===== config.mk =====
export PLATFORM = sky130hd
export DESIGN_NAME = regfile_wb_arbiter_flat
export DESIGN_NICKNAME = d
export VERILOG_FILES = /design/src/rtl/regfile_wb_arbiter_if.sv /design/src/rtl/regfile_wb_arbiter.sv /design/src/flat_wrapper.sv
export SDC_FILE = /design/constraint.sdc
export NUM_CORES = 1
export LEC_CHECK = 0
export ABC_AREA = 1
export BUFFER_PORTS_ARGS = -buffer_cell sky130_fd_sc_hd__buf_4
export CAP_MARGIN = 15
export CORE_AREA = 8 8 85 87
export CTS_BUF_LIST = sky130_fd_sc_hd__clkbuf_4
export DETAILED_ROUTE_END_ITERATION = 7
export DIE_AREA = 0 0 93 95
export PLACE_DENSITY = 0.81
export SLEW_MARGIN = 20
export SYNTH_ARGS = -nofsm -noshare
export SYNTH_HDL_FRONTEND = slang
export SYNTH_SLANG_ARGS = --single-unit

===== constraint.sdc =====
create_clock -name clk -period 1.4 [get_ports clk]
set_clock_uncertainty 0.05 [all_clocks]
set_input_delay 0 -clock clk [delete_from_list [all_inputs] [get_ports clk]]
set_output_delay 0 -clock clk [all_outputs]
set_load 0.02 [all_outputs]

===== src/rtl/regfile_wb_arbiter_if.sv =====
// Bus bundle between the WB stage, the long-latency return path, decode and
// the register-file write port.
interface regfile_wb_arbiter_if #(
  parameter int DATA_WIDTH = 32,
  parameter int ADDR_WIDTH = 5
);
  logic                  a_wen;
  logic [ADDR_WIDTH-1:0] a_waddr;
  logic [DATA_WIDTH-1:0] a_wdata;
  logic                  b_valid;
  logic [ADDR_WIDTH-1:0] b_waddr;
  logic [DATA_WIDTH-1:0] b_wdata;
  logic                  b_ready;
  logic                  issue_valid;
  logic [ADDR_WIDTH-1:0] issue_addr;
  logic [ADDR_WIDTH-1:0] raddr1;
  logic [ADDR_WIDTH-1:0] raddr2;
  logic                  busy1;
  logic                  busy2;
  logic                  stall_pipe;
  logic                  rf_wen;
  logic [ADDR_WIDTH-1:0] rf_waddr;
  logic [DATA_WIDTH-1:0] rf_wdata;

  modport slave (
    input  a_wen, a_waddr, a_wdata, b_valid, b_waddr, b_wdata,
           issue_valid, issue_addr, raddr1, raddr2,
    output b_ready, busy1, busy2, stall_pipe, rf_wen, rf_waddr, rf_wdata
  );

  modport master (
    output a_wen, a_waddr, a_wdata, b_valid, b_waddr, b_wdata,
           issue_valid, issue_addr, raddr1, raddr2,
    input  b_ready, busy1, busy2, stall_pipe, rf_wen, rf_waddr, rf_wdata
  );
endinterface


===== src/rtl/regfile_wb_arbiter.sv =====
// Register-file write-port arbiter: WB stage (A) vs long-latency return (B),
// with a starvation guard that freezes the pipe and a per-register busy scoreboard.
module regfile_wb_arbiter #(
  parameter int DATA_WIDTH = 32,
  parameter int ADDR_WIDTH = 5,
  parameter int STARVE_MAX = 4
) (
  input  logic                clk,
  input  logic                rst,
  regfile_wb_arbiter_if.slave bus
);
  localparam int         NUM_REGS   = 2**ADDR_WIDTH;
  localparam logic [3:0] STARVE_LIM = 4'(STARVE_MAX);

  typedef enum logic {NORMAL, STARVE} state_t;

  state_t              r_state;
  logic [3:0]          r_starve_cnt;
  logic [NUM_REGS-1:0] r_busy;
  logic [NUM_REGS-1:0] w_busy_nxt;
  logic [3:0]          w_cnt_inc;
  logic                w_grant_a;
  logic                w_grant_b;
  logic                w_denied;

  // Grants are gated by rst so the write port is quiet the instant reset rises.
  assign w_grant_a = !rst && (r_state == NORMAL) && bus.a_wen;
  assign w_grant_b = !rst && bus.b_valid && ((r_state == STARVE) || !bus.a_wen);
  assign w_denied  = (r_state == NORMAL) && bus.b_valid && bus.a_wen;
  assign w_cnt_inc = (r_starve_cnt == 4'hF) ? r_starve_cnt : r_starve_cnt + 4'd1;

  assign bus.b_ready    = w_grant_b;
  assign bus.stall_pipe = (r_state == STARVE);
  assign bus.rf_wen     = w_grant_a || w_grant_b;
  assign bus.rf_waddr   = w_grant_b ? bus.b_waddr : bus.a_waddr;
  assign bus.rf_wdata   = w_grant_b ? bus.b_wdata : bus.a_wdata;

  // STARVE always lasts one cycle: either B hands off or B has gone away.
  always_ff @(posedge clk or posedge rst) begin
    if (rst) begin
      r_state      <= NORMAL;
      r_starve_cnt <= '0;
    end else if (r_state == STARVE) begin
      r_state      <= NORMAL;
      r_starve_cnt <= '0;
    end else if (w_grant_b) begin
      r_starve_cnt <= '0;
    end else if (w_denied) begin
      r_starve_cnt <= w_cnt_inc;
      if (w_cnt_inc >= STARVE_LIM) r_state <= STARVE;
    end
  end

  // Issue is applied after completion so a same-address pair leaves the bit set.
  always_comb begin
    w_busy_nxt = r_busy;
    if (w_grant_b) w_busy_nxt[bus.b_waddr] = 1'b0;
    if (bus.issue_valid) w_busy_nxt[bus.issue_addr] = 1'b1;
    w_busy_nxt[0] = 1'b0;
  end

  always_ff @(posedge clk or posedge rst) begin
    if (rst) r_busy <= '0;
    else     r_busy <= w_busy_nxt;
  end

  assign bus.busy1 = r_busy[bus.raddr1];
  assign bus.busy2 = r_busy[bus.raddr2];
endmodule

===== src/flat_wrapper.sv =====
// flat-port wrapper written by rule: the top's interface ports become plain ports
module regfile_wb_arbiter_flat 
#(
  parameter int DATA_WIDTH = 32,
  parameter int ADDR_WIDTH = 5,
  parameter int STARVE_MAX = 4
)
  (clk, rst, bus_a_wen, bus_a_waddr, bus_a_wdata, bus_b_valid, bus_b_waddr, bus_b_wdata, bus_issue_valid, bus_issue_addr, bus_raddr1, bus_raddr2, bus_b_ready, bus_busy1, bus_busy2, bus_stall_pipe, bus_rf_wen, bus_rf_waddr, bus_rf_wdata);
  regfile_wb_arbiter_if #(.DATA_WIDTH(DATA_WIDTH), .ADDR_WIDTH(ADDR_WIDTH)) bus_i ();
  input  logic clk;
  input  logic rst;
  input wire logic [$bits(bus_i.a_wen)-1:0] bus_a_wen;
  input wire logic [$bits(bus_i.a_waddr)-1:0] bus_a_waddr;
  input wire logic [$bits(bus_i.a_wdata)-1:0] bus_a_wdata;
  input wire logic [$bits(bus_i.b_valid)-1:0] bus_b_valid;
  input wire logic [$bits(bus_i.b_waddr)-1:0] bus_b_waddr;
  input wire logic [$bits(bus_i.b_wdata)-1:0] bus_b_wdata;
  input wire logic [$bits(bus_i.issue_valid)-1:0] bus_issue_valid;
  input wire logic [$bits(bus_i.issue_addr)-1:0] bus_issue_addr;
  input wire logic [$bits(bus_i.raddr1)-1:0] bus_raddr1;
  input wire logic [$bits(bus_i.raddr2)-1:0] bus_raddr2;
  output wire logic [$bits(bus_i.b_ready)-1:0] bus_b_ready;
  output wire logic [$bits(bus_i.busy1)-1:0] bus_busy1;
  output wire logic [$bits(bus_i.busy2)-1:0] bus_busy2;
  output wire logic [$bits(bus_i.stall_pipe)-1:0] bus_stall_pipe;
  output wire logic [$bits(bus_i.rf_wen)-1:0] bus_rf_wen;
  output wire logic [$bits(bus_i.rf_waddr)-1:0] bus_rf_waddr;
  output wire logic [$bits(bus_i.rf_wdata)-1:0] bus_rf_wdata;
  assign bus_i.a_wen = bus_a_wen;
  assign bus_i.a_waddr = bus_a_waddr;
  assign bus_i.a_wdata = bus_a_wdata;
  assign bus_i.b_valid = bus_b_valid;
  assign bus_i.b_waddr = bus_b_waddr;
  assign bus_i.b_wdata = bus_b_wdata;
  assign bus_i.issue_valid = bus_issue_valid;
  assign bus_i.issue_addr = bus_issue_addr;
  assign bus_i.raddr1 = bus_raddr1;
  assign bus_i.raddr2 = bus_raddr2;
  assign bus_b_ready = bus_i.b_ready;
  assign bus_busy1 = bus_i.busy1;
  assign bus_busy2 = bus_i.busy2;
  assign bus_stall_pipe = bus_i.stall_pipe;
  assign bus_rf_wen = bus_i.rf_wen;
  assign bus_rf_waddr = bus_i.rf_waddr;
  assign bus_rf_wdata = bus_i.rf_wdata;
  regfile_wb_arbiter #(.DATA_WIDTH(DATA_WIDTH), .ADDR_WIDTH(ADDR_WIDTH), .STARVE_MAX(STARVE_MAX)) u_core (.clk(clk), .rst(rst), .bus(bus_i));
endmodule

Word level (Yosys, flattened, before mapping)
Index checks and enable logic that the tools add are counted.

RAM bits: 0. Input bits: 94. Word-level logic and storage cells: 49. Output and inout port bits: 42. Latch bits: 0. Bits in read-only memories: 0. Memories: 0. Bits in registers: 36.

Reductions and logical operators: 13. Multiply operators: 0. Bitwise operators: 4. Equal/unequal tests: 1. $add $sub $neg: 1. Order comparisons: 7. Div/mod/pow operators: 0. Shift operators: 0. Muxes and demuxes: 20.

Operator list (number): 2-to-1 mux 32 bit (3); bitwise AND 32 bit (1); NOT 32 bit (1); OR 32 bit (1); less-than comparator 5 x 6 -> 1 bit (second input constant) (4); 2-to-1 mux 4 bit (4); binary-select mux 1 bit (select 5 bit) (2); demux 1 bit (select 5 bit) (2); >= comparator 5 x 1 -> 1 bit (second input constant) (2); logical AND 1 bit (8); 2-to-1 mux 1 bit (8); 2-to-1 mux 5 bit (1); adder 4 x 1 -> 4 bit (second input constant) (1); equality test 4 bit (second input constant) (1); >= comparator 4 x 3 -> 1 bit (second input constant) (1); nonzero test 3 bit (1); logical NOT 1 bit (2); logical OR 1 bit (2); NOT 1 bit (1).

Depth between registers and ports, before layout
Gate-level depths: netlist of the first run.

Depth in word-level cells: 9. Mapped depth: 11. Depth with buffers taken out: 9.

Worst setup path after synthesis of the first run
No wires, ideal clock.

Path type: register to output. Start point: register u_core.r_state, in the netlist u_core.bus.stall_pipe. End point: output bus_rf_waddr[0]. Path slack: -170 ps. Data arrival time: 1520 ps. Required time: 1350 ps. Stages on the path, launching flop included: 6. Buffers on the path: 1. Cell sequence: dfrtp_1 nor2_2 nor3_4 inv_2 buf_2 o21ai_0.

Longest elaborated chain between the ends: 3.

Ends and longest elaborated chain: from (decl) (line regfile_wb_arbiter.sv:17) `state_t r_state;`; from (signal assigned) (line regfile_wb_arbiter.sv:41) `r_state <= NORMAL;`; from (signal assigned) (line regfile_wb_arbiter.sv:44) `r_state <= NORMAL;`; from (signal assigned) (line regfile_wb_arbiter.sv:50) `if (w_cnt_inc >= STARVE_LIM) r_state <= STARVE;`; logical OR 1 bit (line regfile_wb_arbiter.sv:28) `assign w_grant_b = !rst && bus.b_valid && ((r_state == STARVE) || !bus.a_wen);`; logical AND 1 bit (line regfile_wb_arbiter.sv:28); 2-to-1 mux 5 bit (line regfile_wb_arbiter.sv:35) `assign bus.rf_waddr = w_grant_b ? bus.b_waddr : bus.a_waddr;`; to (decl) (line flat_wrapper.sv:27) `output wire logic [$bits(bus_i.rf_waddr)-1:0] bus_rf_waddr;`.

No other way between the ends.

Worst setup path after layout of the first run
Start point: register u_core.r_state, in the netlist u_core.bus.stall_pipe. End point: output bus_rf_waddr[3].

Same word-level chain as after synthesis.

==> run_results.csv, run 1 <==
group,metric,value,unit
clock_network,cts_made_buffers,5,
min_path,hp-class,"in -> reg",
power,fin_total_pwr,4.05,mW
sta,slew_headroom,67.3,%
layout,multi_input_gate_area_in_the_final_layout,0.00169,mm2
synthesis,ys.warnings.count,0,
clock_network,clockBufferDepth,2,
layout,final.fill_count,426,
routing,detail_route.vias_per_cell,5.46,
layout,fin_cells,695,
layout,synthToLayoutAreaGrowth,64.1,%
critical_path,ff2ff_path_depth,9,
place,dp_hpwl,8620,um
clock_network,clkTransAtPathRegs,0.12,ns
critical_path,ff2ff_setup_slack,-0.31,ns
global_routing,grt_pass1_vias,3593,
synthesis,synth.cell_area,0.00273,mm2
critical_path,required,1.35,ns
synthesis,postSynthCellCount,449,
critical_path,endpoint_kind,"primary output",
critical_path,startpoint_type,"flop",
clock_network,tritoncts,"done",
sta,max_freq,0.575,GHz
floorplanning,die_h,95,um
routing,final_antenna_net_count,0,
floorplanning,die_w,93,um
synthesis,synth_nets,544,
floorplanning,io_pins,136,
place,place_worst_setup_slack,-0.165,ns
routing,initialDrtViolationCount,340,
layout,fin_util,76.9,%
synthesis,synth.largest_area_cell,"sky130_fd_sc_hd__dfrtp_1",
power,int_power,2.41,mW
place,final_weighted_congestion_of_routability_driven_global_placement,0.940,
power,swShare,40.6,%
critical_path,timing.critical_path.fanout_max,7,
synthesis,async_flop_share,100,%
clock_network,cts_root_buffer,"sky130_fd_sc_hd__clkbuf_4",
global_routing,grt_use_total,25.8,%
layout,design.final.nets,715,
power,combinationalPowerShare,46.9,%
clock_network,htree_num_levels,2,
synthesis,syn_avg_cell_area,6.07,um2
synthesis,seq_area_frac_synth,33.0,%
routing,route.detailed.drc,0,
job,max_cap_violations,0,
sta,report.final.slew_viol_count,0,
synthesis,postSynthRegisterBits,36,
synthesis,dominant_cell_by_count_in_the_synthesized_netlist,"sky130_fd_sc_hd__nand2_1",
clock_network,insertion_delay_to_the_later_sink_of_the_worst_skew_pair,0.36,ns
global_routing,antenna_violations_before_repair,0,
power,power_leakage,2.38,nW
floorplanning,floorplan.die_area,0.00884,mm2
synthesis,fraction_of_synthesized_cell_area_taken_by_the_top_area_cell_type,33.0,%
synthesis,synth_enable_flop_cells,0,
status,outcome,"complete, but fails checks",
power,power_density,906,mW/mm2
power,worst_ir_drop_vdd,0.000765,V
routing,via_count,3797,
min_path,worst_hold_path.num_cells,3,
global_routing,grt_start_max_net_pins,37,
critical_path,critical_path.reg2reg.startpoint,"u_core.bus.stall_pipe",
min_path,min-delay-start,"bus_issue_addr[3]",
min_path,holdPathEnd,"u_core.r_busy[10]",
global_routing,gr-total-overflow,0,
synthesis,yosys-top-cells-area,"sky130_fd_sc_hd__dfrtp_1 (33%), sky130_fd_sc_hd__nand2_1 (28%), sky130_fd_sc_hd__nand3_1 (13%)",
routing,totalWireLength,12600,um
place,placed_instances,656,
power,switching_power,1.65,mW
sta,setup_viols_final,73,
critical_path,r2r_end,"u_core.r_busy[31]",
synthesis,synth_commonest_cells,"sky130_fd_sc_hd__nand2_1 (203), sky130_fd_sc_hd__nand3_1 (69), sky130_fd_sc_hd__o21ai_0 (55)",
floorplanning,core-area,0.00582,mm2
sta,period_share,124,%
routing,wl_per_cell,18.1,um
floorplanning,floorplan.initialDensity,46.9,%
sta,worst_pin_slew,0.487,ns
routing,drt_pass1_iterations,6,
layout,antenna_cells,0,
power,clockPowerShare,14.1,%
critical_path,criticalPathCategory,"reg -> out",
power,seq_power_share,39.0,%
synthesis,synthFlopType,"sky130_fd_sc_hd__dfrtp_1",
layout,final_layout_size_suffix_gt1_share,31.1,%
place,placement.io_buffers,135,
sta,fin_crit,1.74,ns
synthesis,post_synth_num_cell_types,20,
sta,finalWorstSetupSlack,-0.340,ns
status,violated_checks,"negative setup slack",
sta,finalHoldViolCount,0,
layout,seq_area,901,um2
global_routing,first_pass_grt_wire_length,18200,um
clock_network,clock_sink_count,36,
sta,unrepaired_setup_endpoints_after_global_routing,"yes",
critical_path,critPathArrivalTime,1.69,ns
floorplanning,placementRows,28,
critical path: stages (launching register included):
cell	delay [ns]
sky130_fd_sc_hd__dfrtp_1	0.43
sky130_fd_sc_hd__nor2_4	0.07
sky130_fd_sc_hd__nor3_4	0.17
sky130_fd_sc_hd__buf_6	0.15
sky130_fd_sc_hd__inv_8	0.05
sky130_fd_sc_hd__clkbuf_16	0.15
sky130_fd_sc_hd__o21ai_2	0.16
sky130_fd_sc_hd__buf_6	0.14
placed cells by master, fill, tap and decap left out, types with 2 or more instances in the layout:
cell                            netlist  layout
sky130_fd_sc_hd__nand2_2              0       3
sky130_fd_sc_hd__o21ai_2              0       4
sky130_fd_sc_hd__nor2_2               1       2
sky130_fd_sc_hd__dfrtp_1             36      36
sky130_fd_sc_hd__clkbuf_16            0       4
sky130_fd_sc_hd__nand3_2              0       3
sky130_fd_sc_hd__buf_12               0       4
sky130_fd_sc_hd__nand3_1             69      63
sky130_fd_sc_hd__nor3_1               6       6
sky130_fd_sc_hd__nor2_1              11       9
sky130_fd_sc_hd__o21ai_1             10      17
sky130_fd_sc_hd__clkbuf_4             0       6
sky130_fd_sc_hd__nand3_4              0       3
sky130_fd_sc_hd__buf_6                3      24
sky130_fd_sc_hd__dlygate4sd3_1        0      16
sky130_fd_sc_hd__buf_4                3     132
sky130_fd_sc_hd__inv_1               34      34
sky130_fd_sc_hd__nand2_1            203     200
sky130_fd_sc_hd__o21ai_0             55      43
worst max-delay path by stage:
stage                     slack, ns  cells after the start           endpoint             startpoint
after detailed placement      -0.17                      5  u_core.r_busy[11]  u_core.bus.stall_pipe
after global routing          -0.37                      7   bus_rf_wdata[17]  u_core.bus.stall_pipe
final                         -0.34                      7    bus_rf_waddr[3]  u_core.bus.stall_pipe
after floorplan               -0.02                      5    bus_rf_waddr[0]  u_core.bus.stall_pipe
after global placement        -0.04                      5   u_core.r_busy[9]  u_core.bus.stall_pipe
after CTS                     -0.31                      6   bus_rf_wdata[17]  u_core.bus.stall_pipe
power groups by stage:
stage | clock network, mW | logic, mW | registers (mW)
floorplan | 0 | 0.926 | 1.49
global placement | 0 | 1.53 | 1.56
detailed placement | 0 | 1.59 | 1.58
CTS | 0.546 | 1.69 | 1.55
global route | 0.608 | 2.07 | 1.60
finish | 0.572 | 1.90 | 1.58
cell families after synthesis:
logic type	after synthesis	share of synthesized area, %
flip-flops	36	33.0
AND/OR/NAND/NOR	293	45.3
adder cells (fa/ha/maj)	1	0.459
buffers and inverters	52	8.67
XOR/XNOR	1	0.321
AO/OA/AOI/OAI	66	12.3
per-stage QoR:
step                instance area (um2)  setup TNS, ns  hold slack [ns]
finish                             4470         -16.41          0.00323
CTS                                4190         -11.48          0.00542
global placement                   3870         -0.427            0.110
detailed placement                 3870          -1.73            0.121
global route                       4470         -20.06          0.00820
floorplan                          2730         -0.108           0.0298
layer usage:
| metal | track usage [%] | wire (um) | up-vias |
|---|---|---|---|
| met4 | 7.79 | 310 | 0 |
| met5 | 0 | 0 | - |
| met1 | 29.5 | 4710 | 1745 |
| met2 | 47.5 | 6600 | 225 |
| li1 | - | - | 1792 |
| met3 | 4.84 | 963 | 35 |
layout make-up:
type / count / share of cell area (%)
clock buffers: 6 / 1.01
inverters: 36 / 3.19
flip-flops and latches: 36 / 20.1
well taps: 75 / 2.10
repair buffers: 180 / 35.8
multi-input cells: 361 / 37.7
clock inverters: 1 / 0.112
flip-flops by register name, summed over array words and instances (netlist names):
name / cells
u_core.bus.stall_pipe: 1
u_core.r_starve_cnt: 4
u_core.r_busy: 31
timing repair:
item	4_1_cts	5_1_grt
cloned	0	5
endpoints found under the hold margin	54	0
hold buffers	16	0
gates resized for setup	23	34
setup endpoints to repair	62	77
pin swaps	13	12
setup buffers	3	8
Power figures use the tool's default switching activity.
==> inputs of run 2 (changes only) <==
--- a/config.mk
+++ b/config.mk
@@ -10,9 +10,10 @@
 export CAP_MARGIN = 15
 export CORE_AREA = 8 8 85 87
 export CTS_BUF_LIST = sky130_fd_sc_hd__clkbuf_4
+export CTS_CLUSTER_DIAMETER = 200
 export DETAILED_ROUTE_END_ITERATION = 7
 export DIE_AREA = 0 0 93 95
-export PLACE_DENSITY = 0.81
+export PLACE_DENSITY = 0.88
 export SLEW_MARGIN = 20
 export SYNTH_ARGS = -nofsm -noshare
 export SYNTH_HDL_FRONTEND = slang
==> run 2 against run 1 <==
  * The run still ends with negative setup slack left
  * Non-clock buffer count did not move
  * Cell area rose by 6.9%
  * Clock power fell by 2%
  * Register-to-register slack got worse by 0.07 ns
  * Critical path depth did not move
  * Fmax fell by 2.1%
  * Hold slack improved by 0.041 ns
  * Critical path type is now reg -> reg
  * Count of clock-buffer cells in the layout fell by 1
  * Sequential power rose by 3%
  * Wire length rose by 15%
==> run_results.csv, run 2 (synthesis gave the netlist of run 1 again) <==
group,metric,value,unit
sta,timing.setup.tns,-16.37,ns
sta,unrepaired_setup_endpoints_after_global_routing,"yes",
floorplanning,placementRows,28,
sta,finalHoldViolCount,0,
global_routing,antenna_violations_before_repair,0,
routing,final_antenna_net_count,0,
status,outcome,"complete, but fails checks",
sta,slew_headroom,66.0,%
sta,report.final.slew_viol_count,0,
sta,worst_pin_slew,0.508,ns
layout,layout.cells.most_common,"sky130_fd_sc_hd__nand2_1",
critical_path,criticalPathCategory,"reg -> reg",
floorplanning,die_h,95,um
global_routing,first_pass_grt_wire_length,19800,um
critical_path,ff2ff_path_depth,7,
clock_network,insertion_delay_to_the_later_sink_of_the_worst_skew_pair,0.37,ns
critical_path,endpoint_kind,"flop",
floorplanning,floorplan.initialDensity,46.9,%
layout,synthToLayoutAreaGrowth,75.4,%
clock_network,clkTransAtPathRegs,0.11,ns
layout,largest_register_ff_count,31,
global_routing,grt_start_max_net_pins,34,
job,max_cap_violations,0,
layout,fin_cells,695,
status,violated_checks,"negative setup slack",
critical_path,timing.critical_path.fanout_max,7,
clock_network,clockBufferDepth,2,
routing,totalWireLength,14500,um
clock_network,htree_num_levels,2,
layout,final.fill_count,337,
layout,top_register,"u_core.r_busy",
place,dp_hpwl,8600,um
sta,setup_viols_final,75,
routing,route.detailed.drc,0,
min_path,min-delay-start,"bus_issue_addr[4]",
min_path,worst_hold_path.num_cells,4,
global_routing,grt_use_total,28.1,%
critical_path,critPathLaunch,"u_core.bus.stall_pipe",
floorplanning,die_w,93,um
sta,max_freq,0.562,GHz
power,power_density,923,mW/mm2
layout,design.final.nets,715,
routing,initialDrtViolationCount,530,
place,final_weighted_congestion_of_routability_driven_global_placement,0.892,
critical_path,critical_path.reg2reg.startpoint,"u_core.bus.stall_pipe",
place,placed_instances,654,
sta,period_share,127,%
layout,final_layout_size_suffix_gt1_share,38.5,%
clock_network,cts_root_buffer,"sky130_fd_sc_hd__clkbuf_4",
critical_path,critPathArrivalTime,1.96,ns
sta,finalWorstSetupSlack,-0.378,ns
sta,fin_crit,1.78,ns
routing,detail_route.vias_per_cell,6.01,
critical_path,startpoint_type,"flop",
power,power_leakage,2.43,nW
critical_path,required,1.58,ns
floorplanning,io_pins,136,
global_routing,grt_pass1_vias,3951,
routing,wl_per_cell,20.8,um
clock_network,cts_made_buffers,5,
routing,drt_pass1_iterations,6,
floorplanning,floorplan.die_area,0.00884,mm2
min_path,hp-class,"in -> reg",
power,worst_ir_drop_vdd,0.000887,V
place,placement.io_buffers,135,
power,fin_total_pwr,4.41,mW
clock_network,tritoncts,"done",
layout,commonest_non_fill_non_tap_cells_in_the_layout,"sky130_fd_sc_hd__nand2_1 (178), sky130_fd_sc_hd__buf_4 (110), sky130_fd_sc_hd__nand3_1 (59)",
clock_network,clock_sink_count,36,
floorplanning,core-area,0.00582,mm2
global_routing,gr-total-overflow,0,
routing,via_count,4180,
layout,antenna_cells,0,
[run 2: layout make-up]
cell class	count	area, um2	share of cell area [%]
Clock buffer	5	37.5	0.785
Timing Repair Buffer	180	1690	35.3
Clock inverter	2	7.51	0.157
Inverter	36	143	2.98
Tap cell	75	93.8	1.96
Multi-Input combinational cell	361	1910	40.0
Sequential cell	36	901	18.8
[run 2: stage by stage]
step	util [%]	area (um2)	hold slack, ns	setup WS (ns)
floorplan	-	2730	0.0298	-0.0216
global placement	66.7	3880	0.00148	0.0132
detailed placement	66.7	3880	0.00765	-0.102
CTS	75.5	4390	0.00360	-0.275
global route	82.3	4780	0.0485	-0.412
finish	82.3	4780	0.0444	-0.378
[run 2: power by group]
part	internal (mW)	switching, mW	leakage [nW]
logic	1.02	1.22	1.98
clock network	0.175	0.384	0.0261
registers	1.31	0.311	0.427
total	2.50	1.91	2.43
[run 2: timing repair]
item / CTS / global route
gates resized for setup: 63 / 107
cloned: 1 / 2
endpoints found under the hold margin: 57 / 2
setup endpoints to repair: 62 / 77
hold buffers: 17 / 1
setup buffers: 6 / 9
pin swaps: 10 / 20
[run 2: worst max-delay path, cell delays in order, from the launching register on]
cell and delay (ns):
sky130_fd_sc_hd__dfrtp_1 0.43, sky130_fd_sc_hd__nor2_4 0.06, sky130_fd_sc_hd__nor3_4 0.15, sky130_fd_sc_hd__buf_4 0.16
sky130_fd_sc_hd__buf_8 0.14, sky130_fd_sc_hd__nand3_2 0.17, sky130_fd_sc_hd__o21ai_0 0.31, sky130_fd_sc_hd__o21ai_0 0.18
[run 2: metal layers]
layer	wire, um	global-route usage (%)	up-vias	share of wire [%]
met5	0	0	-	0
met1	4780	31.0	1933	33
met4	909	14.5	0	6.3
met2	7360	50.2	351	51
met3	1440	5.71	104	9.9
li1	-	-	1792	-
[run 2: final timing paths]
check                               endpoint  slack (ns)
hold reg to reg             u_core.r_busy[6]        0.49
min in group asynchronous  u_core.r_busy[10]        0.20
hold / removal              u_core.r_busy[1]        0.04
setup / recovery           u_core.r_busy[15]       -0.38
max in group asynchronous   u_core.r_busy[6]        0.77
setup reg to reg           u_core.r_busy[15]       -0.38
